$ cat src/rtl/pll_reset_sequencer.sv
// PLL bring-up controller: drives pll_areset, waits for lock with a bounded
// timeout and retry budget, qualifies lock as stable before releasing the
// downstream reset, and re-sequences the PLL whenever lock is lost.
module pll_reset_sequencer #(
  parameter int unsigned ARESET_CYCLES = 16,
  parameter int unsigned LOCK_TIMEOUT  = 4096,
  parameter int unsigned STABLE_CYCLES = 256,
  parameter int unsigned MAX_RETRIES   = 3
) (
  input  logic       CLOCK_50,
  input  logic       reset,
  input  logic       pll_locked,
  input  logic       force_relock,
  output logic       pll_areset,
  output logic       rst_out,
  output logic       ready,
  output logic       fail,
  output logic [3:0] retry_count,
  output logic [7:0] relock_count
);

  localparam int unsigned CNT_W    = 16;
  localparam int unsigned RETRY_W  = 4;
  localparam int unsigned RELOCK_W = 8;

  typedef enum logic [2:0] {
    ST_RESET_PLL = 3'd0,
    ST_WAIT_LOCK = 3'd1,
    ST_STABILIZE = 3'd2,
    ST_RUN       = 3'd3,
    ST_FAIL      = 3'd4
  } state_t;

  state_t              state;
  state_t              state_nxt;
  logic [CNT_W-1:0]    cnt;
  logic [CNT_W-1:0]    cnt_nxt;
  logic [RETRY_W-1:0]  retry_nxt;
  logic [RELOCK_W-1:0] relock_nxt;
  logic                locked_meta;
  logic                locked_s;

  // Two-flop synchronizer for the asynchronous PLL lock indication
  always_ff @(posedge CLOCK_50 or posedge reset) begin
    if (reset) begin
      locked_meta <= 1'b0;
      locked_s    <= 1'b0;
    end else begin
      locked_meta <= pll_locked;
      locked_s    <= locked_meta;
    end
  end

  // State, cycle counter and event counters
  always_ff @(posedge CLOCK_50 or posedge reset) begin
    if (reset) begin
      state        <= ST_RESET_PLL;
      cnt          <= '0;
      retry_count  <= '0;
      relock_count <= '0;
    end else begin
      state        <= state_nxt;
      cnt          <= cnt_nxt;
      retry_count  <= retry_nxt;
      relock_count <= relock_nxt;
    end
  end

  // Next-state and counter update; force_relock outranks every transition
  always_comb begin
    state_nxt  = state;
    retry_nxt  = retry_count;
    relock_nxt = relock_count;

    if (force_relock) begin
      state_nxt = ST_RESET_PLL;
      retry_nxt = '0;
    end else begin
      case (state)
        ST_RESET_PLL: begin
          if (cnt == CNT_W'(ARESET_CYCLES - 1)) state_nxt = ST_WAIT_LOCK;
        end
        ST_WAIT_LOCK: begin
          if (locked_s) begin
            state_nxt = ST_STABILIZE;
          end else if (cnt == CNT_W'(LOCK_TIMEOUT - 1)) begin
            if (retry_count == RETRY_W'(MAX_RETRIES)) begin
              state_nxt = ST_FAIL;
            end else begin
              state_nxt = ST_RESET_PLL;
              retry_nxt = retry_count + RETRY_W'(1);
            end
          end
        end
        ST_STABILIZE: begin
          // Lock counted from the STABILIZE entry cycle so release lands
          // STABLE_CYCLES+3 edges after the raw lock is first sampled
          if (!locked_s) begin
            state_nxt = ST_WAIT_LOCK;
          end else if (cnt == CNT_W'(STABLE_CYCLES)) begin
            state_nxt = ST_RUN;
            retry_nxt = '0;
          end
        end
        ST_RUN: begin
          if (!locked_s) begin
            state_nxt = ST_RESET_PLL;
            if (relock_count != '1) relock_nxt = relock_count + RELOCK_W'(1);
          end
        end
        ST_FAIL: begin
          state_nxt = ST_FAIL;
        end
        default: begin
          state_nxt = ST_RESET_PLL;
        end
      endcase
    end

    // Counter restarts on any state change or forced restart, never wraps
    if (force_relock || (state_nxt != state)) begin
      cnt_nxt = '0;
    end else if (cnt == '1) begin
      cnt_nxt = cnt;
    end else begin
      cnt_nxt = cnt + CNT_W'(1);
    end
  end

  // Moore output decode from the state register
  always_comb begin
    pll_areset = 1'b0;
    rst_out    = 1'b1;
    ready      = 1'b0;
    fail       = 1'b0;
    case (state)
      ST_RESET_PLL: pll_areset = 1'b1;
      ST_RUN: begin
        rst_out = 1'b0;
        ready   = 1'b1;
      end
      ST_FAIL: begin
        pll_areset = 1'b1;
        fail       = 1'b1;
      end
      default: pll_areset = 1'b0;
    endcase
  end

endmodule

$ cat config.mk
export PLATFORM = sky130hd
export DESIGN_NAME = pll_reset_sequencer
export DESIGN_NICKNAME = d
export VERILOG_FILES = /design/src/rtl/pll_reset_sequencer.sv
export SDC_FILE = /design/constraint.sdc
export NUM_CORES = 1
export LEC_CHECK = 0
export ABC_AREA = 1
export CORE_ASPECT_RATIO = 0.9
export CORE_MARGIN = 8
export CORE_UTILIZATION = 25
export CTS_BUF_LIST = sky130_fd_sc_hd__clkbuf_8
export DETAILED_ROUTE_END_ITERATION = 12
export SLEW_MARGIN = 25
export SYNTH_ARGS = -nofsm -noshare
export SYNTH_HDL_FRONTEND = slang
export SYNTH_SLANG_ARGS = --single-unit
export TNS_END_PERCENT = 1
$ cat constraint.sdc
create_clock -name CLOCK_50 -period 2.6 [get_ports CLOCK_50]
set_clock_uncertainty 0.15 [all_clocks]
set_input_delay 0.52 -clock CLOCK_50 [delete_from_list [all_inputs] [get_ports CLOCK_50]]
set_output_delay 0.52 -clock CLOCK_50 [all_outputs]
set_load 0.01 [all_outputs]
# Word level (Yosys, flattened, before mapping)
# Cells that the tools add are included.
op_classes:
  add_sub_neg: 3
  mul: 0
  div: 0
  n_lt_le_gt_ge: 0
  n_eq_ne: 17
  n_shift: 0
  n_mux: 22
  bitwise_logic: 2
  reduce_logical: 6
op_table:
  columns: ["cell", "count"]
  rows:
  - ["16-bit two-way mux", 2]
  - ["3-bit two-way mux", 8]
  - ["4-bit two-way mux", 6]
  - ["16-bit by 1-bit adder with 16-bit output (second input constant)", 1]
  - ["16-bit by 12-bit equality test with 1-bit output (second input constant)", 1]
  - ["16-bit equality test (second input constant)", 1]
  - ["16-bit by 4-bit equality test with 1-bit output (second input constant)", 1]
  - ["16-bit by 9-bit equality test with 1-bit output (second input constant)", 1]
  - ["3-bit != test (second input constant)", 5]
  - ["3-bit case mux with 5 select lines", 1]
  - ["8-bit by 1-bit adder with 8-bit output (second input constant)", 1]
  - ["8-bit != test (second input constant)", 1]
  - ["4-bit case mux with 2 select lines", 1]
  - ["3-bit by 2-bit equality test with 1-bit output (second input constant)", 2]
  - ["6-bit AND reduction", 1]
  - ["4-bit by 1-bit adder with 4-bit output (second input constant)", 1]
  - ["4-bit by 2-bit equality test with 1-bit output (second input constant)", 1]
  - ["1-bit two-way mux", 4]
  - ["4-bit AND reduction", 1]
  - ["3-bit by 1-bit equality test with 1-bit output (second input constant)", 1]
  - ["3-bit equality test (second input constant)", 1]
  - ["3-bit zero test", 1]
  - ["3-bit != test", 1]
  - ["3-bit nonzero test", 1]
  - ["4 further kinds", 5]
word_totals:
  regBits: 33
  latchBits: 0
  ram_bits: 0
  rom_bits: 0
  input_bits: 4
  out_inout_bits: 16
  memories: 0

# Longest topological paths before layout
# Gate-level depths: netlist of run 1.
depth:
  word_depth: 9
  ltp_mapped: 15
  ltp_nobuf: 14

# Worst setup path after synthesis of run 1
# Ideal clock, no wire load.
synth_timing:
  kind: "reg2reg"
  from: "register cnt[0]"
  to: "register cnt[3]"
  setup_ns: 0.128
  arrival_ns: 1.477
  slack_ns: 0.845
  stages_incl_launch_ff: 13
  period_less_slack_ns: 1.755
  cell_sequence: "dfrtp_1 > ha_1 > nand3_2 > inv_2 > nand3_1 > nor2_1 > nor2_1 > nor2_4 > nand3_2 > nand2_2 > nand2_4 > buf_6 > nor2_4"
synth_via:
  elab_chain_len: 8
  word_cells_on_any_way: 17
  cone_classes: "add/sub: 1; eq/ne: 6; mux: 9; reduce/logical: 1"
synth_rtl:
  columns: ["element", "line", "source"]
  rows:
  - ["start: declaration", "36", "logic [CNT_W-1:0] cnt;"]
  - ["start signal: assignment", "63", "cnt <= cnt_nxt;"]
  - ["16-bit by 9-bit equality test with 1-bit output / 16-bit by 12-bit equality test with 1-bit output (equally long branches)", "100, 86", null]
  - ["3-bit two-way mux, on equally long branches", "100, 86", null]
  - ["3-bit two-way mux, on equally long branches", "98, 84", null]
  - ["3-bit case mux with 5 select lines", "79", "case (state)"]
  - ["3-bit two-way mux", "75", "if (force_relock) begin"]
  - ["3-bit != test", "121", "if (force_relock || (state_nxt != state)) begin"]
  - ["1-bit logical OR", "121", null]
  - ["2-bit != test (no line) / 16-bit two-way mux (equally long branches)", null, null]
# Parallel ways exist; a longest one is shown, timed or not. The select of a mux whose other input is x is not followed.
# A chain may end at the register's enable or synchronous reset.

# Worst setup path after layout of run 1
layout_timing:
  from: "register state[1]"
  to: "output fail"
layout_via:
  elab_chain_len: 2
layout_rtl:
  columns: ["element", "line", "source"]
  rows:
  - ["start: declaration", "34", "state_t state;"]
  - ["start signal: assignment", "62", "state <= state_nxt;"]
  - ["3-bit equality test", "136", "case (state)"]
  - ["1-bit two-way mux", "136", null]
  - ["end: declaration", "17", "output logic fail,"]
# Every way passes these cells.

==> impl_metrics.csv, run 1 <==
group,metric,value,unit
drt,detail-route-antenna-nets,0,
grt,track_usage,7.809,%
clock_network,tritoncts_clock_tree,"yes",
layout,layout.cells.most_common,"nand2_1",
critical_path,worstSetupStartpoint,"state[1]$_DFF_PP0_",
critical_path,crit_path_max_fanout,4,
sta,slew_headroom,70.62,%
grt,grt_first_pass_wirelength,7238,um
critical_path,critical_path.reg2reg.endpoint,"cnt[13]$_DFFE_PP0P_",
die,initial_core_util,25.35,%
pwr,report.power.total,1095,uW
die,core,0.007951,mm2
layout,multi_input_area,0.001006,mm2
synthesis,ys_ff_latch,33,
layout,area_growth_syn_to_layout,20.17,%
critical_path,arr_time_crit_path,1.67,ns
synthesis,netlist-cell-type-count,25,
sta,fmax,0.4268,GHz
grt,number_of_antenna_violations_at_the_first_check_in_global_routing,0,
placement,dp_hpwl,3106,um
sta,tns,0,ns
clock_network,clk_path_buf_depth,2,
critical_path,reg2regPathDepth,9,
layout,num-fill-cells,829,
pwr,vdd_ir_drop_max,0.0002599,V
grt,grt_start_max_net_pins,34,
die,die_height,101.2,um
status,status,"complete, no violations",
critical_path,worstReg2RegStart,"cnt[0]$_DFFE_PP0P_",
synthesis,synth_sequential_area_ratio,40.97,%
clock_network,cts.repair_timing.setup_buffer_count,0,
drt,route.final.wire_length,4111,um
clock_network,ctsResizeCount,0,
synthesis,netlist_area,0.002016,mm2
critical_path,cp-end-kind,"primary output",
synthesis,synth_warnings,0,
layout,drive_above_1_share,12.28,%
sta,worst_slack,0.2571,ns
clock_network,clock_latency,0.30,ns
clock_network,sinks_on_clock_net,33,
drt,drc,0,
placement,detailedPlace.worstSlack,0.3120,ns
clock_network,master_cell_of_the_clock_root_buffer,"clkbuf_8",
hold_path,hp-class,"register to register",
sta,tightest_slew,0.4396,ns
critical_path,critPathRequiredTime,1.93,ns
placement,numPortBuffers,19,
die,die_w,110.7,um
critical_path,critPathLaunchType,"register",
sta,post-route-min-period,2.343,ns
sta,final-setup-viol-count,0,
placement,place_congestion,0.8040,
layout,seq_area,825.8,um2
die,floorplan.rows,31,
grt,grt_overflow_total,0,
clock_network,clock_h_tree_levels,2,
grt,grt_pass1_vias,1575,
die,top_level_ports,20,
synthesis,synthCells,260,
drt,initialDrtViolationCount,79,
job,max_cap_viol_count,0,
sta,slew_violations,0,
pwr,p_leak,0.001083,uW
synthesis,mappedNetlistNets,268,
clock_network,clk_transition_reported_paths,0.07,ns
sta,finalHoldViolations,0,
sta,min_period_over_period,90.11,%
drt,detail_route.first_pass.iterations,4,
clock_network,cts_made_buffers,5,
drt,vias_per_cell,4.398,
drt,via_count,1689,
sta,grt_setup_unrepaired,"false",
pwr,power_density,451.9,mW/mm2
clock_network,hold_buffers,0,
layout,finalNetCount,292,
drt,wire_per_inst,10.71,um
layout,antenna-diode-count,0,
die,fp.dieArea,0.01120,mm2
critical_path,regToRegSetupSlack,0.51,ns
critical_path,crit_end,"fail",
synthesis,post_synth.cell_area_avg,7.753,um2
layout,most-common-layout-cells,"40 x nand2_1, 39 x inv_1, 35 x nor2_1, 33 x dfrtp_1, 27 x nand3_1",
critical_path,setup.worst_path.class,"register to primary output",
[worst min path at each step]
stage,startpoint,endpoint,cells after the start
after detailed placement,locked_meta$_DFF_PP0_,locked_s$_DFF_PP0_,0
final,locked_meta$_DFF_PP0_,locked_s$_DFF_PP0_,0
after global placement,locked_meta$_DFF_PP0_,locked_s$_DFF_PP0_,0
after global routing,locked_meta$_DFF_PP0_,locked_s$_DFF_PP0_,0
after floorplan,locked_meta$_DFF_PP0_,locked_s$_DFF_PP0_,0
after CTS,locked_meta$_DFF_PP0_,locked_s$_DFF_PP0_,0
[per-stage QoR]
stage	cells	util (%)	hold WS, ns	instance area, um2
4_1_cts	384	30.46	0.2062	2422
5_1_grt	384	30.46	0.2146	2422
3_5_place_dp	376	29.02	0.1894	2307
6_report	384	30.46	0.2018	2422
3_3_place_gp	376	29.02	0.1854	2307
2_1_floorplan	260	-	0.1812	2016
[cell usage after synthesis]
library cell / n / area share [%]
nor3_1: 7 / 1.7
nand3_1: 27 / 6.7
nand4_1: 8 / 2.5
nand2_2: 5 / 1.6
o41ai_1: 1 / 0.43
inv_1: 39 / 7.3
nor3_2: 1 / 0.50
ha_1: 4 / 2.5
buf_6: 2 / 1.1
inv_2: 2 / 0.37
nand2_1: 40 / 7.4
dfrtp_1: 33 / 41
o21bai_1: 1 / 0.37
nor4_1: 2 / 0.62
nand3_2: 3 / 1.5
buf_4: 1 / 0.37
nand3b_1: 2 / 0.74
nand2_4: 1 / 0.56
a21oi_1: 3 / 0.74
nor2_2: 10 / 3.1
xor2_1: 12 / 5.2
o21ai_0: 13 / 3.2
nor2_4: 4 / 2.2
nor2_1: 35 / 6.5
xnor2_1: 4 / 1.7
[worst max-delay path: stages (launching register included)]
cell	delay [ns]
dfrtp_1	0.43
nor2_1	0.18
inv_1	0.09
nor2_1	0.12
clkdlybuf4s50_1	0.56
[cell type report]
cell class	count	area share, %
tap	99	5.114
multi-input combinational	183	41.53
clock buffer	5	2.841
sequential	33	34.09
inverter	41	6.353
clock inverter	3	1.911
timing repair buffer	20	8.161
[cell families (layout without fill, tap and decap cells)]
group | after synthesis | after routing | share of synthesized area, %
flip-flops | 33 | 33 | 40.97
adder cells (fa/ha/maj) | 4 | 4 | 2.483
buffers and inverters | 44 | 69 | 9.125
XOR/XNOR | 16 | 16 | 6.952
AO/OA/AOI/OAI | 18 | 18 | 4.780
AND/OR/NAND/NOR | 145 | 145 | 35.69
[report_power, final]
part	internal (uW)	switching, uW
registers	523	10.8
logic	26.7	42.1
clock network	287	206
total	836	258
[flip-flops by register name, indices dropped and copies added, names as in the netlist]
register      cells
locked_meta       1
retry_count       4
relock_count      8
locked_s          1
cnt              16
state             3
[per-layer routing]
| layer | track usage [%] | vias up | wire length (um) |
|---|---|---|---|
| li1 | - | 875 | - |
| met2 | 11.81 | 25 | 1756 |
| met5 | 0 | - | 0 |
| met3 | 2.427 | 7 | 165 |
| met4 | 3.423 | 0 | 74 |
| met1 | 10.02 | 782 | 2115 |
Note: power is estimated with default switching activity, not from simulation.
==> run 2: changes to the inputs <==
Settings changed: CORE_MARGIN 8 to default, DONT_BUFFER_PORTS from default to 1.
==> impl_metrics.csv, run 2 (synthesized netlist as in run 1, its figures left out) <==
group,metric,value,unit
sta,min_period_over_period,79.54,%
layout,max_flop_register,"cnt",
clock_network,sinks_on_clock_net,33,
layout,layout.cells.most_common,"nand2_1",
critical_path,cp-end-kind,"primary output",
layout,flip_flop_count_of_the_largest_register_after_layout,16,
sta,worst_slack,0.5321,ns
sta,slew_headroom,72.44,%
critical_path,setup.worst_path.class,"register to primary output",
layout,finalNetCount,273,
layout,top_regs,"cnt: 16 flops, relock_count: 8 flops, retry_count: 4 flops",
drt,detail_route.first_pass.iterations,4,
critical_path,critical_path.reg2reg.endpoint,"cnt[13]$_DFFE_PP0P_",
grt,grt_overflow_total,0,
clock_network,clk_transition_reported_paths,0.08,ns
sta,finalHoldViolations,0,
grt,track_usage,10.59,%
placement,dp_hpwl,3135,um
clock_network,clock_h_tree_levels,2,
grt,number_of_antenna_violations_at_the_first_check_in_global_routing,0,
status,status,"complete, no violations",
clock_network,clock_latency,0.29,ns
critical_path,regToRegSetupSlack,0.61,ns
clock_network,tritoncts_clock_tree,"yes",
drt,via_count,1603,
grt,grt_first_pass_wirelength,7417,um
layout,most-common-layout-cells,"40 x nand2_1, 39 x inv_1, 35 x nor2_1, 33 x dfrtp_1, 27 x nand3_1",
clock_network,cts.repair_timing.setup_buffer_count,0,
clock_network,ctsResizeCount,0,
placement,place_congestion,0.8105,
grt,grt_pass1_vias,1663,
sta,tightest_slew,0.4134,ns
die,floorplan.rows,30,
layout,num-fill-cells,838,
grt,grt_start_max_net_pins,34,
drt,vias_per_cell,4.428,
job,max_cap_viol_count,0,
die,fp.dieArea,0.008426,mm2
die,initial_core_util,26.32,%
placement,detailedPlace.worstSlack,0.6014,ns
critical_path,critPathRequiredTime,1.93,ns
pwr,vdd_ir_drop_max,0.0002340,V
critical_path,reg2regPathDepth,9,
layout,drive_above_1_share,13.16,%
pwr,power_density,482.4,mW/mm2
clock_network,hold_buffers,0,
layout,antenna-diode-count,0,
drt,initialDrtViolationCount,85,
critical_path,critPathLaunchType,"register",
clock_network,cts_made_buffers,5,
critical_path,arr_time_crit_path,1.40,ns
sta,fmax,0.4836,GHz
drt,route.final.wire_length,4005,um
clock_network,master_cell_of_the_clock_root_buffer,"clkbuf_8",
sta,final-setup-viol-count,0,
drt,wire_per_inst,11.06,um
sta,post-route-min-period,2.068,ns
critical_path,worstReg2RegStart,"cnt[0]$_DFFE_PP0P_",
critical_path,crit_path_max_fanout,4,
die,top_level_ports,20,
die,core,0.007657,mm2
sta,slew_violations,0,
pwr,p_leak,0.001012,uW
sta,grt_setup_unrepaired,"false",
die,die_w,96.65,um
clock_network,clk_path_buf_depth,2,
hold_path,hp-class,"input port to async pin",
sta,hold_slack,0.05597,ns
die,die_height,87.19,um
placement,numPortBuffers,0,
sta,tns,0,ns
layout,area_growth_syn_to_layout,10.55,%
drt,drc,0,
drt,detail-route-antenna-nets,0,
==> run 2: layout make-up <==
type | instances | area [um2] | share of cell area (%)
clock buffers | 5 | 68.82 | 3.088
clock inverters | 3 | 46.29 | 2.077
inverters | 41 | 153.9 | 6.906
multi-input cells | 183 | 1006 | 45.14
flip-flops and latches | 33 | 825.8 | 37.06
well taps | 96 | 120.1 | 5.390
repair buffers | 1 | 7.507 | 0.3369
==> run 2: metal layers <==
metal	GRT usage (%)	vias to the layer above	wire [um]
met2	17.16	26	1667
met5	0	-	0
li1	-	838	-
met3	3.451	5	208
met4	2.578	0	26
met1	13.73	734	2102
==> run 2: worst max path at each step <==
stage,slack (ns),start,endpoint
floorplan,0.85,cnt[0]$_DFFE_PP0P_,cnt[3]$_DFFE_PP0P_
global placement,0.60,state[2]$_DFF_PP0_,relock_count[6]$_DFFE_PP0P_
detailed placement,0.60,cnt[0]$_DFFE_PP0P_,cnt[13]$_DFFE_PP0P_
CTS,0.52,state[1]$_DFF_PP0_,fail
global route,0.37,cnt[7]$_DFFE_PP0P_,cnt[11]$_DFFE_PP0P_
finish,0.53,state[1]$_DFF_PP0_,fail
==> run 2: report_power, final <==
part / switching (uW) / leakage [uW] / internal [uW]
Clock: 201 / 0.0000543 / 287
Sequential: 13.2 / 0.000436 / 523
Combinational: 35.3 / 0.000521 / 16.2
Total: 249 / 0.00101 / 826
==> run 2: through the flow <==
| step | utilization (%) | cells | power (uW) | instance area [um2] |
|---|---|---|---|---|
| 2_1_floorplan | - | 260 | 587.1 | 2016 |
| 6_report | 29.10 | 362 | 1075 | 2228 |
| 5_1_grt | 29.10 | 362 | 1127 | 2228 |
| 3_3_place_gp | 27.60 | 354 | 598.8 | 2113 |
| 3_5_place_dp | 27.60 | 354 | 599.4 | 2113 |
| 4_1_cts | 29.10 | 362 | 1090 | 2228 |
==> run 2: critical path, stage by stage, from the launching register on <==
cell     delay [ns]
dfrtp_1        0.41
nor2_1         0.32
inv_1          0.14
nor2_1         0.24
